### src/rtl/noc_peek_uart_streamer_if.sv
// Purpose: bundles the start/status, peek-port and UART-TX byte signals of noc_peek_uart_streamer.
// Ports: start/busy/done control; peekId/peekAddress out and peekData in; dataToTX/validIn out and txReady in.
// master = the streamer side, slave = the environment (core control, noc_with_cores peek port, uart TX).
interface noc_peek_uart_streamer_if #(
  parameter int ID_W = 4
);
  logic            start;
  logic            busy;
  logic            done;
  logic [ID_W-1:0] peekId;
  logic [31:0]     peekAddress;
  logic [31:0]     peekData;
  logic [7:0]      dataToTX;
  logic            validIn;
  logic            txReady;

  modport master (
    input  start, peekData, txReady,
    output busy, done, peekId, peekAddress, dataToTX, validIn
  );

  modport slave (
    output start, peekData, txReady,
    input  busy, done, peekId, peekAddress, dataToTX, validIn
  );
endinterface

### src/rtl/noc_peek_uart_streamer.sv
// Purpose: on start, walks the peek port over nodes FIRST_ID..LAST_ID and words 0..WORDS-1 and streams
//          per node a 0xA5 sync byte, the node ID byte, then every word little-endian to the UART TX.
// Ports: clk, rst (async, active-high); bus (master modport) carries start/busy/done, peek port, TX byte port.
// Latency: PEEK_LAT+1 cycles per word fetch; bytes move at up to one per cycle, holding while txReady is low.
module noc_peek_uart_streamer #(
  parameter int ID_W     = 4,
  parameter int FIRST_ID = 0,
  parameter int LAST_ID  = 15,
  parameter int WORDS    = 1024,
  parameter int PEEK_LAT = 1
) (
  input logic clk,
  input logic rst,
  noc_peek_uart_streamer_if.master bus
);

  localparam logic [ID_W-1:0] FIRST     = ID_W'(FIRST_ID);
  localparam logic [ID_W-1:0] LAST      = ID_W'(LAST_ID);
  localparam logic [31:0]     LAST_ADDR = 32'(WORDS - 1);
  localparam logic [1:0]      LAT       = 2'(PEEK_LAT);
  localparam logic [7:0]      SYNC_BYTE = 8'hA5;

  typedef enum logic [2:0] {IDLE, HDR_SYNC, HDR_ID, FETCH, SEND, NEXT} state_t;

  state_t          state_q, state_d;
  logic            busy_q, busy_d;
  logic            done_q, done_d;
  logic            vld_q, vld_d;
  logic [7:0]      dat_q, dat_d;
  logic [ID_W-1:0] id_q, id_d;
  logic [31:0]     addr_q, addr_d;
  logic [31:0]     word_q, word_d;
  logic [1:0]      byte_q, byte_d;
  logic [1:0]      wait_q, wait_d;

  logic            xfer;
  logic [1:0]      byte_nx;

  assign xfer    = vld_q && bus.txReady;
  assign byte_nx = byte_q + 2'd1;

  always_ff @(posedge clk or posedge rst) begin
    if (rst) begin
      state_q <= IDLE;
      busy_q  <= 1'b0;
      done_q  <= 1'b0;
      vld_q   <= 1'b0;
      dat_q   <= 8'h00;
      id_q    <= FIRST;
      addr_q  <= 32'd0;
      word_q  <= 32'd0;
      byte_q  <= 2'd0;
      wait_q  <= 2'd0;
    end else begin
      state_q <= state_d;
      busy_q  <= busy_d;
      done_q  <= done_d;
      vld_q   <= vld_d;
      dat_q   <= dat_d;
      id_q    <= id_d;
      addr_q  <= addr_d;
      word_q  <= word_d;
      byte_q  <= byte_d;
      wait_q  <= wait_d;
    end
  end

  always_comb begin
    state_d = state_q;
    busy_d  = busy_q;
    done_d  = 1'b0;
    vld_d   = vld_q;
    dat_d   = dat_q;
    id_d    = id_q;
    addr_d  = addr_q;
    word_d  = word_q;
    byte_d  = byte_q;
    wait_d  = wait_q;

    case (state_q)
      IDLE: begin
        // busy is still high during the done cycle; a start seen then is dropped.
        busy_d = 1'b0;
        if (bus.start && !done_q) begin
          state_d = HDR_SYNC;
          busy_d  = 1'b1;
          id_d    = FIRST;
          addr_d  = 32'd0;
          vld_d   = 1'b1;
          dat_d   = SYNC_BYTE;
        end
      end
      HDR_SYNC: begin
        if (xfer) begin
          state_d = HDR_ID;
          dat_d   = 8'(id_q);
        end
      end
      HDR_ID: begin
        if (xfer) begin
          state_d = FETCH;
          vld_d   = 1'b0;
          wait_d  = 2'd0;
        end
      end
      FETCH: begin
        // Peek port has had PEEK_LAT stable cycles: capture the word and present its low byte.
        if (wait_q == LAT) begin
          state_d = SEND;
          word_d  = bus.peekData;
          byte_d  = 2'd0;
          vld_d   = 1'b1;
          dat_d   = bus.peekData[7:0];
        end else begin
          wait_d = wait_q + 2'd1;
        end
      end
      SEND: begin
        if (xfer) begin
          if (byte_q == 2'd3) begin
            state_d = NEXT;
            vld_d   = 1'b0;
          end else begin
            byte_d = byte_nx;
            case (byte_nx)
              2'd1:    dat_d = word_q[15:8];
              2'd2:    dat_d = word_q[23:16];
              default: dat_d = word_q[31:24];
            endcase
          end
        end
      end
      NEXT: begin
        if (addr_q < LAST_ADDR) begin
          state_d = FETCH;
          addr_d  = addr_q + 32'd1;
          wait_d  = 2'd0;
        end else if (id_q < LAST) begin
          state_d = HDR_SYNC;
          id_d    = id_q + 1'b1;
          addr_d  = 32'd0;
          vld_d   = 1'b1;
          dat_d   = SYNC_BYTE;
        end else begin
          state_d = IDLE;
          done_d  = 1'b1;
          id_d    = FIRST;
          addr_d  = 32'd0;
        end
      end
      default: state_d = IDLE;
    endcase
  end

  assign bus.busy        = busy_q;
  assign bus.done        = done_q;
  assign bus.validIn     = vld_q;
  assign bus.dataToTX    = dat_q;
  assign bus.peekId      = id_q;
  assign bus.peekAddress = addr_q;

endmodule

### src/flat_wrapper.sv
// flat-port wrapper written by rule: the top's interface ports become plain ports
module noc_peek_uart_streamer_flat 
#(
  parameter int ID_W     = 4,
  parameter int FIRST_ID = 0,
  parameter int LAST_ID  = 15,
  parameter int WORDS    = 1024,
  parameter int PEEK_LAT = 1
)
  (clk, rst, bus_start, bus_peekData, bus_txReady, bus_busy, bus_done, bus_peekId, bus_peekAddress, bus_dataToTX, bus_validIn);
  noc_peek_uart_streamer_if #(.ID_W(ID_W)) bus_i ();
  input logic clk;
  input logic rst;
  input wire logic [$bits(bus_i.start)-1:0] bus_start;
  input wire logic [$bits(bus_i.peekData)-1:0] bus_peekData;
  input wire logic [$bits(bus_i.txReady)-1:0] bus_txReady;
  output wire logic [$bits(bus_i.busy)-1:0] bus_busy;
  output wire logic [$bits(bus_i.done)-1:0] bus_done;
  output wire logic [$bits(bus_i.peekId)-1:0] bus_peekId;
  output wire logic [$bits(bus_i.peekAddress)-1:0] bus_peekAddress;
  output wire logic [$bits(bus_i.dataToTX)-1:0] bus_dataToTX;
  output wire logic [$bits(bus_i.validIn)-1:0] bus_validIn;
  assign bus_i.start = bus_start;
  assign bus_i.peekData = bus_peekData;
  assign bus_i.txReady = bus_txReady;
  assign bus_busy = bus_i.busy;
  assign bus_done = bus_i.done;
  assign bus_peekId = bus_i.peekId;
  assign bus_peekAddress = bus_i.peekAddress;
  assign bus_dataToTX = bus_i.dataToTX;
  assign bus_validIn = bus_i.validIn;
  noc_peek_uart_streamer #(.ID_W(ID_W), .FIRST_ID(FIRST_ID), .LAST_ID(LAST_ID), .WORDS(WORDS), .PEEK_LAT(PEEK_LAT)) u_core (.clk(clk), .rst(rst), .bus(bus_i));
endmodule
### config.mk
export PLATFORM = sky130hd
export DESIGN_NAME = noc_peek_uart_streamer_flat
export DESIGN_NICKNAME = d
export VERILOG_FILES = /design/src/rtl/noc_peek_uart_streamer_if.sv /design/src/rtl/noc_peek_uart_streamer.sv /design/src/flat_wrapper.sv
export SDC_FILE = /design/constraint.sdc
export NUM_CORES = 1
export LEC_CHECK = 0
export CAP_MARGIN = 20
export CORE_ASPECT_RATIO = 0.9
export CORE_UTILIZATION = 30
export DETAILED_ROUTE_END_ITERATION = 12
export GPL_ROUTABILITY_DRIVEN = 0
export GPL_TIMING_DRIVEN = 0
export SLEW_MARGIN = 10
export SYNTH_ARGS = -nofsm -noshare
export SYNTH_HDL_FRONTEND = slang
export SYNTH_SLANG_ARGS = --single-unit
### constraint.sdc
create_clock -name clk -period 2.5 [get_ports clk]
set_clock_uncertainty 0.15 [all_clocks]
set_input_delay 0.375 -clock clk [delete_from_list [all_inputs] [get_ports clk]]
set_output_delay 0.375 -clock clk [all_outputs]
set_load 0.05 [all_outputs]
Yosys cells after proc, flatten, opt, wreduce, memory -nomap -nowiden
Cells that the tools add are included.
- $add $sub $neg: 4
- multipliers: 0
- divide/modulo/power cells: 0
- order comparisons: 2
- equality and inequality tests: 20
- shifts and indexed selects: 0
- multiplexer cells: 45
- bitwise gates (word level): 0
- reductions and logical operators: 17
- operator list (operator ; count):
    2-to-1 mux 32 bit ; 2
    case mux 32 bit (2 select lines) ; 1
    2-to-1 mux 8 bit ; 7
    case mux 8 bit (5 select lines) ; 1
    adder 32 x 1 -> 32 bit (second input constant) ; 1
    < comparator 32 x 10 -> 1 bit (second input constant) ; 1
    2-to-1 mux 3 bit ; 7
    case mux 3 bit (6 select lines) ; 1
    inequality test 2 x 1 -> 1 bit (second input constant) ; 8
    case mux 8 bit (2 select lines) ; 1
    AND reduction 8 bit ; 2
    2-to-1 mux 1 bit ; 12
    2-to-1 mux 2 bit ; 6
    2-to-1 mux 4 bit ; 3
    nonzero test 5 bit ; 2
    case mux 4 bit (2 select lines) ; 1
    AND reduction 4 bit ; 2
    equality test 3 x 2 -> 1 bit (second input constant) ; 2
    equality test 3 bit (second input constant) ; 2
    inequality test 2 bit (second input constant) ; 3
    case mux 2 bit (3 select lines) ; 1
    AND reduction 6 bit ; 1
    case mux 1 bit (5 select lines) ; 1
    adder 2 x 1 -> 2 bit (second input constant) ; 2
    13 further kinds ; 18
- register bits: 86
- latch bits: 0
- memory bits (writable): 0
- memory bits (read-only): 0
- input bits: 36
- output and inout port bits: 47
- word-level logic and storage cells: 98
- memories kept: 0

Logic depth before layout (Yosys ltp)
Gate-level depths: netlist (run 1).
- word-level depth: 6
- gate-level depth with buffers: 7
- depth with buffers taken out: 6

Worst setup path after synthesis (run 1)
Ideal clock, no wire load.
- kind: reg-to-reg
- start point: reg u_core.addr_q[0], in the netlist u_core.bus.peekAddress[0]
- end point: reg u_core.dat_q[0], in the netlist u_core.bus.dataToTX[0]
- setup time: 0.125 ns
- arrival: 2.246 ns
- required time: 2.225 ns
- setup slack: -0.020 ns
- cell stages (with the launch flop): 7
- buffers on the path: 0
- period minus slack after synthesis: 2.520 ns
- cell sequence: dfrtp_1 ha_1 nand3_1 nor3_1 nor4_2 a211oi_4 mux2_2
- longest elaborated chain between the ends: 3
- ends and longest elaborated chain (what ; line ; text):
    start: declaration ; noc_peek_uart_streamer.sv:31 ; logic [31:0] addr_q, addr_d;
    start signal: assignment ; noc_peek_uart_streamer.sv:61 ; addr_q <= addr_d;
    < comparator 32 x 10 -> 1 bit ; noc_peek_uart_streamer.sv:134 ; if (addr_q < LAST_ADDR) begin
    inequality test 2 bit (no source line) ; - ;
    AND reduction 8 bit (no source line) ; - ;
    end signal: assignment ; noc_peek_uart_streamer.sv:59 ; dat_q <= dat_d;
    end: declaration ; noc_peek_uart_streamer.sv:29 ; logic [7:0] dat_q, dat_d;
No other way between the ends.
A chain may end at the register's enable or synchronous reset.

Final worst setup path (run 1)
- start point: reg u_core.state_q[0]
- end point: reg u_core.dat_q[2], in the netlist u_core.bus.dataToTX[2]
- longest elaborated chain between the ends: 3
- elaborated cells on any way between the ends: 15
- those cells by class: eq/ne: 11; mux: 1; reduce/logical: 3
- ends and longest elaborated chain (what ; line ; text):
    start: declaration ; noc_peek_uart_streamer.sv:25 ; state_t state_q, state_d;
    start signal: assignment ; noc_peek_uart_streamer.sv:55 ; state_q <= state_d;
    equality test 3 x 1 -> 1 bit, or another cell as far along ; noc_peek_uart_streamer.sv:80 ; case (state_q)
    nonzero test 5 bit (no source line), or another cell as far along ; - ;
    AND reduction 8 bit (no source line) ; - ;
Parallel ways exist; a longest one is shown, timed or not.

==> run_summary.xml, run 1 <==
<?xml version="1.0" encoding="UTF-8"?>
<metrics>
  <group name="sta">
    <metric name="report.final.setup_viol" unit="">0</metric>
    <metric name="timing.slew.headroom" unit="">0.573</metric>
    <metric name="rsz_0062_raised_after_global_routing" unit="">false</metric>
    <metric name="finalWorstPathRequiredPeriod" unit="ns">2.35</metric>
    <metric name="post-route-period-util" unit="">0.939</metric>
    <metric name="clock.fmax" unit="MHz">426</metric>
    <metric name="timing_max_transition_violations_final" unit="">0</metric>
    <metric name="whs" unit="ns">0.181</metric>
    <metric name="tns" unit="ns">0</metric>
    <metric name="hold_violations_final" unit="">0</metric>
    <metric name="max_slew.worst_pin.slew" unit="ns">0.638</metric>
  </group>
  <group name="min_path">
    <metric name="worst_min_delay_path_class" unit="">in2async</metric>
  </group>
  <group name="global_route">
    <metric name="grt_pass1_vias" unit="">2872</metric>
    <metric name="largest_net_degree_at_the_start_of_global_routing" unit="">37</metric>
    <metric name="global_route.usage.total" unit="">0.157</metric>
    <metric name="globalRoute.totalOverflow" unit="">0</metric>
    <metric name="antenna_found_initial" unit="">0</metric>
    <metric name="wire_length_of_the_first_global_routing_pass" unit="mm">15.2</metric>
  </group>
  <group name="layout">
    <metric name="final_layout_size_suffix_gt1_frac" unit="">0.163</metric>
    <metric name="multi_input_area" unit="um^2">1580</metric>
    <metric name="layout.area.seq" unit="um^2">1950</metric>
    <metric name="commonest_non_fill_non_tap_cell_in_the_layout" unit="">sky130_fd_sc_hd__clkdlybuf4s50_1</metric>
    <metric name="layout.filler_cells" unit="">1126</metric>
    <metric name="most-common-layout-cells" unit="">sky130_fd_sc_hd__clkdlybuf4s50_1, sky130_fd_sc_hd__dfrtp_1, sky130_fd_sc_hd__mux2_2</metric>
    <metric name="areaGrowthSynthToFinish" unit="%">39.5</metric>
    <metric name="antennaDiodeCount" unit="">0</metric>
    <metric name="finalNetCount" unit="">461</metric>
  </group>
  <group name="clocking">
    <metric name="cts_num_sinks" unit="">78</metric>
    <metric name="cts.root.buffer_cell" unit="">sky130_fd_sc_hd__clkbuf_16</metric>
    <metric name="cts.path.max_buffers" unit="">2</metric>
    <metric name="clock_input_transition_at_the_sequential_cells_of_the_worst_setup_and_hold_paths" unit="ns">0.06</metric>
    <metric name="cts-htree-levels" unit="">3</metric>
    <metric name="worstSkewPairLatency" unit="ns">0.33</metric>
    <metric name="cts_buffers" unit="">9</metric>
    <metric name="cts_tree" unit="">yes</metric>
    <metric name="postCtsHoldBufs" unit="">0</metric>
  </group>
  <group name="floorplan">
    <metric name="placement_rows" unit="">37</metric>
    <metric name="core" unit="um^2">11600</metric>
    <metric name="die_y" unit="um">106</metric>
    <metric name="dieWidth" unit="um">117</metric>
    <metric name="die_area" unit="um^2">12400</metric>
    <metric name="start_util" unit="">0.311</metric>
    <metric name="ioPinCount" unit="">83</metric>
  </group>
  <group name="power">
    <metric name="total_power_consumption" unit="uW">5360</metric>
    <metric name="power_density" unit="nW/um^2">1070</metric>
    <metric name="power_leakage" unit="uW">0.00214</metric>
    <metric name="ir_drop" unit="uV">494</metric>
  </group>
  <group name="route">
    <metric name="wirelength" unit="mm">9.20</metric>
    <metric name="drt_iter0_drc" unit="">138</metric>
    <metric name="drt_antenna_net_count" unit="">0</metric>
    <metric name="met3RoutedLength" unit="um">410</metric>
    <metric name="detail_route.vias_per_cell" unit="">4.84</metric>
    <metric name="wire_per_inst" unit="um">15.9</metric>
    <metric name="drt_pass1_iterations" unit="">4</metric>
    <metric name="drc_errors" unit="">0</metric>
    <metric name="dr_wl_met2" unit="mm">4.42</metric>
    <metric name="routed.top_layer" unit="">met4</metric>
    <metric name="vias" unit="">2805</metric>
    <metric name="wirelength_met1" unit="mm">4.30</metric>
  </group>
  <group name="logic_synthesis">
    <metric name="syn_nets" unit="">365</metric>
    <metric name="synth_enable_flop_cells" unit="">0</metric>
    <metric name="syn_area" unit="um^2">3600</metric>
    <metric name="number_of_standard_cells_after_synthesis" unit="">323</metric>
    <metric name="share_of_flip_flops_with_an_asynchronous_set_or_reset_after_synthesis" unit="">1.00</metric>
    <metric name="synth_seq_cells" unit="">78</metric>
    <metric name="ys_warn_count" unit="">0</metric>
    <metric name="synthesis.area_per_instance" unit="um^2">11.1</metric>
    <metric name="synth-main-ff-cell" unit="">sky130_fd_sc_hd__dfrtp_1</metric>
    <metric name="post_synth_num_cell_types" unit="">44</metric>
    <metric name="ys_seq_area_frac" unit="">0.543</metric>
  </group>
  <group name="place">
    <metric name="numPortBuffers" unit="">82</metric>
    <metric name="detailedPlacementHpwl" unit="mm">6.73</metric>
  </group>
  <group name="worst_setup_path">
    <metric name="path_max_fanout" unit="">10</metric>
    <metric name="timing_worst_setup_path_type" unit="">reg2reg</metric>
    <metric name="endpoint_kind" unit="">flip-flop</metric>
    <metric name="worst_ep_arrival_time" unit="ns">2.41</metric>
    <metric name="setup.reg_to_reg.worst_slack" unit="ns">0.15</metric>
    <metric name="worstReg2RegStart" unit="">u_core.state_q[0]</metric>
    <metric name="crit_start" unit="">u_core.state_q[0]</metric>
    <metric name="worst_setup_path_start_kind" unit="">flip-flop</metric>
    <metric name="worstPathRequired" unit="ns">2.56</metric>
  </group>
  <group name="flow_run">
    <metric name="max_cap_violations" unit="">0</metric>
  </group>
  <group name="run_status">
    <metric name="status" unit="">completed</metric>
  </group>
</metrics>
synthesized netlist by cell type, drive strengths merged (2+ instances only):
| master | instances | area, um^2 |
|---|---|---|
| or4 | 2 | 15.0 |
| o31ai | 5 | 37.5 |
| o21ai | 12 | 60.1 |
| dfrtp | 78 | 1950 |
| a21oi | 15 | 75.1 |
| nand3b | 2 | 15.0 |
| or3 | 2 | 12.5 |
| nor4 | 8 | 56.3 |
| ha | 6 | 75.1 |
| nand2 | 24 | 90.1 |
| nor2 | 21 | 78.8 |
| buf | 6 | 30.0 |
| nand3 | 12 | 60.1 |
| o211ai | 2 | 15.0 |
| xnor2 | 2 | 17.5 |
| inv | 8 | 30.0 |
| mux2 | 33 | 372 |
| o22ai | 2 | 12.5 |
| a21o | 4 | 30.0 |
| xor2 | 3 | 26.3 |
| and3 | 3 | 18.8 |
| a22o | 5 | 43.8 |
| a221oi | 4 | 35.0 |
| nor2b | 4 | 25.0 |
| clkbuf | 8 | 30.0 |
| and2 | 23 | 144 |
| mux2i | 6 | 60.1 |
| nor3 | 6 | 30.0 |
| a22oi | 2 | 15.0 |
| nand4 | 4 | 25.0 |
flip-flops by register name, indices dropped and copies added (netlist names):
signal / flops
u_core.bus.peekAddress: 32
u_core.word_q: 24
u_core.bus.dataToTX: 8
u_core.bus.peekId: 4
u_core.state_q: 3
u_core.byte_q: 2
u_core.wait_q: 2
u_core.bus.busy: 1
u_core.bus.done: 1
u_core.bus.validIn: 1
through the flow:
step | setup WS (ns) | cell area [um^2] | cells | util
after floorplan | 0.110 | 3600 | 323 | -
after global placement | -0.329 | 4620 | 561 | 0.399
after detailed placement | -0.308 | 4660 | 563 | 0.403
after CTS | 0.0381 | 5000 | 580 | 0.432
after global routing | 0.0293 | 5020 | 580 | 0.434
final | 0.152 | 5020 | 580 | 0.434
cell families (layout without fill, tap and decap cells):
logic type	Yosys count	in the layout	share of synthesized area
simple gates	116	116	0.171
flops	78	78	0.543
compound gates	57	57	0.108
mux	39	39	0.120
buf+inv	22	123	0.0250
fa+ha+maj	6	6	0.0209
xor+xnor	5	5	0.0122
final cells by class:
class | count | share of cell area
flip-flops and latches | 78 | 0.389
multi-input cells | 223 | 0.316
repair buffers | 85 | 0.176
clock buffers | 10 | 0.0476
well taps | 156 | 0.0389
clock inverters | 6 | 0.0135
plain buffers | 14 | 0.0127
inverters | 8 | 0.00673
critical path, cell delays in order (launching register included):
cell	delay, ns
sky130_fd_sc_hd__dfrtp_1	0.36
sky130_fd_sc_hd__buf_4	0.17
sky130_fd_sc_hd__and2b_1	0.33
sky130_fd_sc_hd__nand3_2	0.35
sky130_fd_sc_hd__a211oi_4	0.38
sky130_fd_sc_hd__buf_12	0.17
sky130_fd_sc_hd__mux2_2	0.33
metal layers:
| metal | vias to the layer above | GRT usage |
|---|---|---|
| met5 | - | 0 |
| met4 | 0 | 0.0455 |
| met3 | 4 | 0.0384 |
| met2 | 62 | 0.251 |
| met1 | 1391 | 0.211 |
| li1 | 1348 | - |
report_power, final:
part | leakage, uW | switching [uW] | internal (uW)
Sequential | 0.00100 | 213 | 1610
Combinational | 0.000990 | 1250 | 965
Clock | 0.000145 | 516 | 805
Total | 0.00214 | 1980 | 3380
final timing paths:
check / end / depth (start not counted)
worst max-delay path: u_core.bus.dataToTX[2] / 6
worst min-delay path: u_core.bus.dataToTX[6] / 2
worst max register to register: u_core.bus.dataToTX[2] / 6
worst min register to register: u_core.wait_q[0] / 1
max in group asynchronous: u_core.bus.done / 3
min in group clk: u_core.wait_q[0] / 1
repair_timing:
| item | 4_1_cts | 5_1_grt |
|---|---|---|
| pin swaps | 1 | 2 |
| setup buffers | 1 | 0 |
| resized for setup | 3 | 5 |
| endpoints found under the setup margin | 25 | 14 |
Power figures use the tool's default switching activity.
==> run 2: changes to the inputs <==
ABC_CLOCK_PERIOD_IN_PS = 2500   (was not set)
==> results of run 2 <==
The final DEF is identical to that of run 1; final timing and power are the same.
==> run 3: changes to the inputs <==
CTS_CLUSTER_DIAMETER = 150   (was not set)
PLACE_DENSITY = 0.6   (was not set)
==> results of run 3 <==
The final DEF is identical to that of run 1; final timing and power are the same.
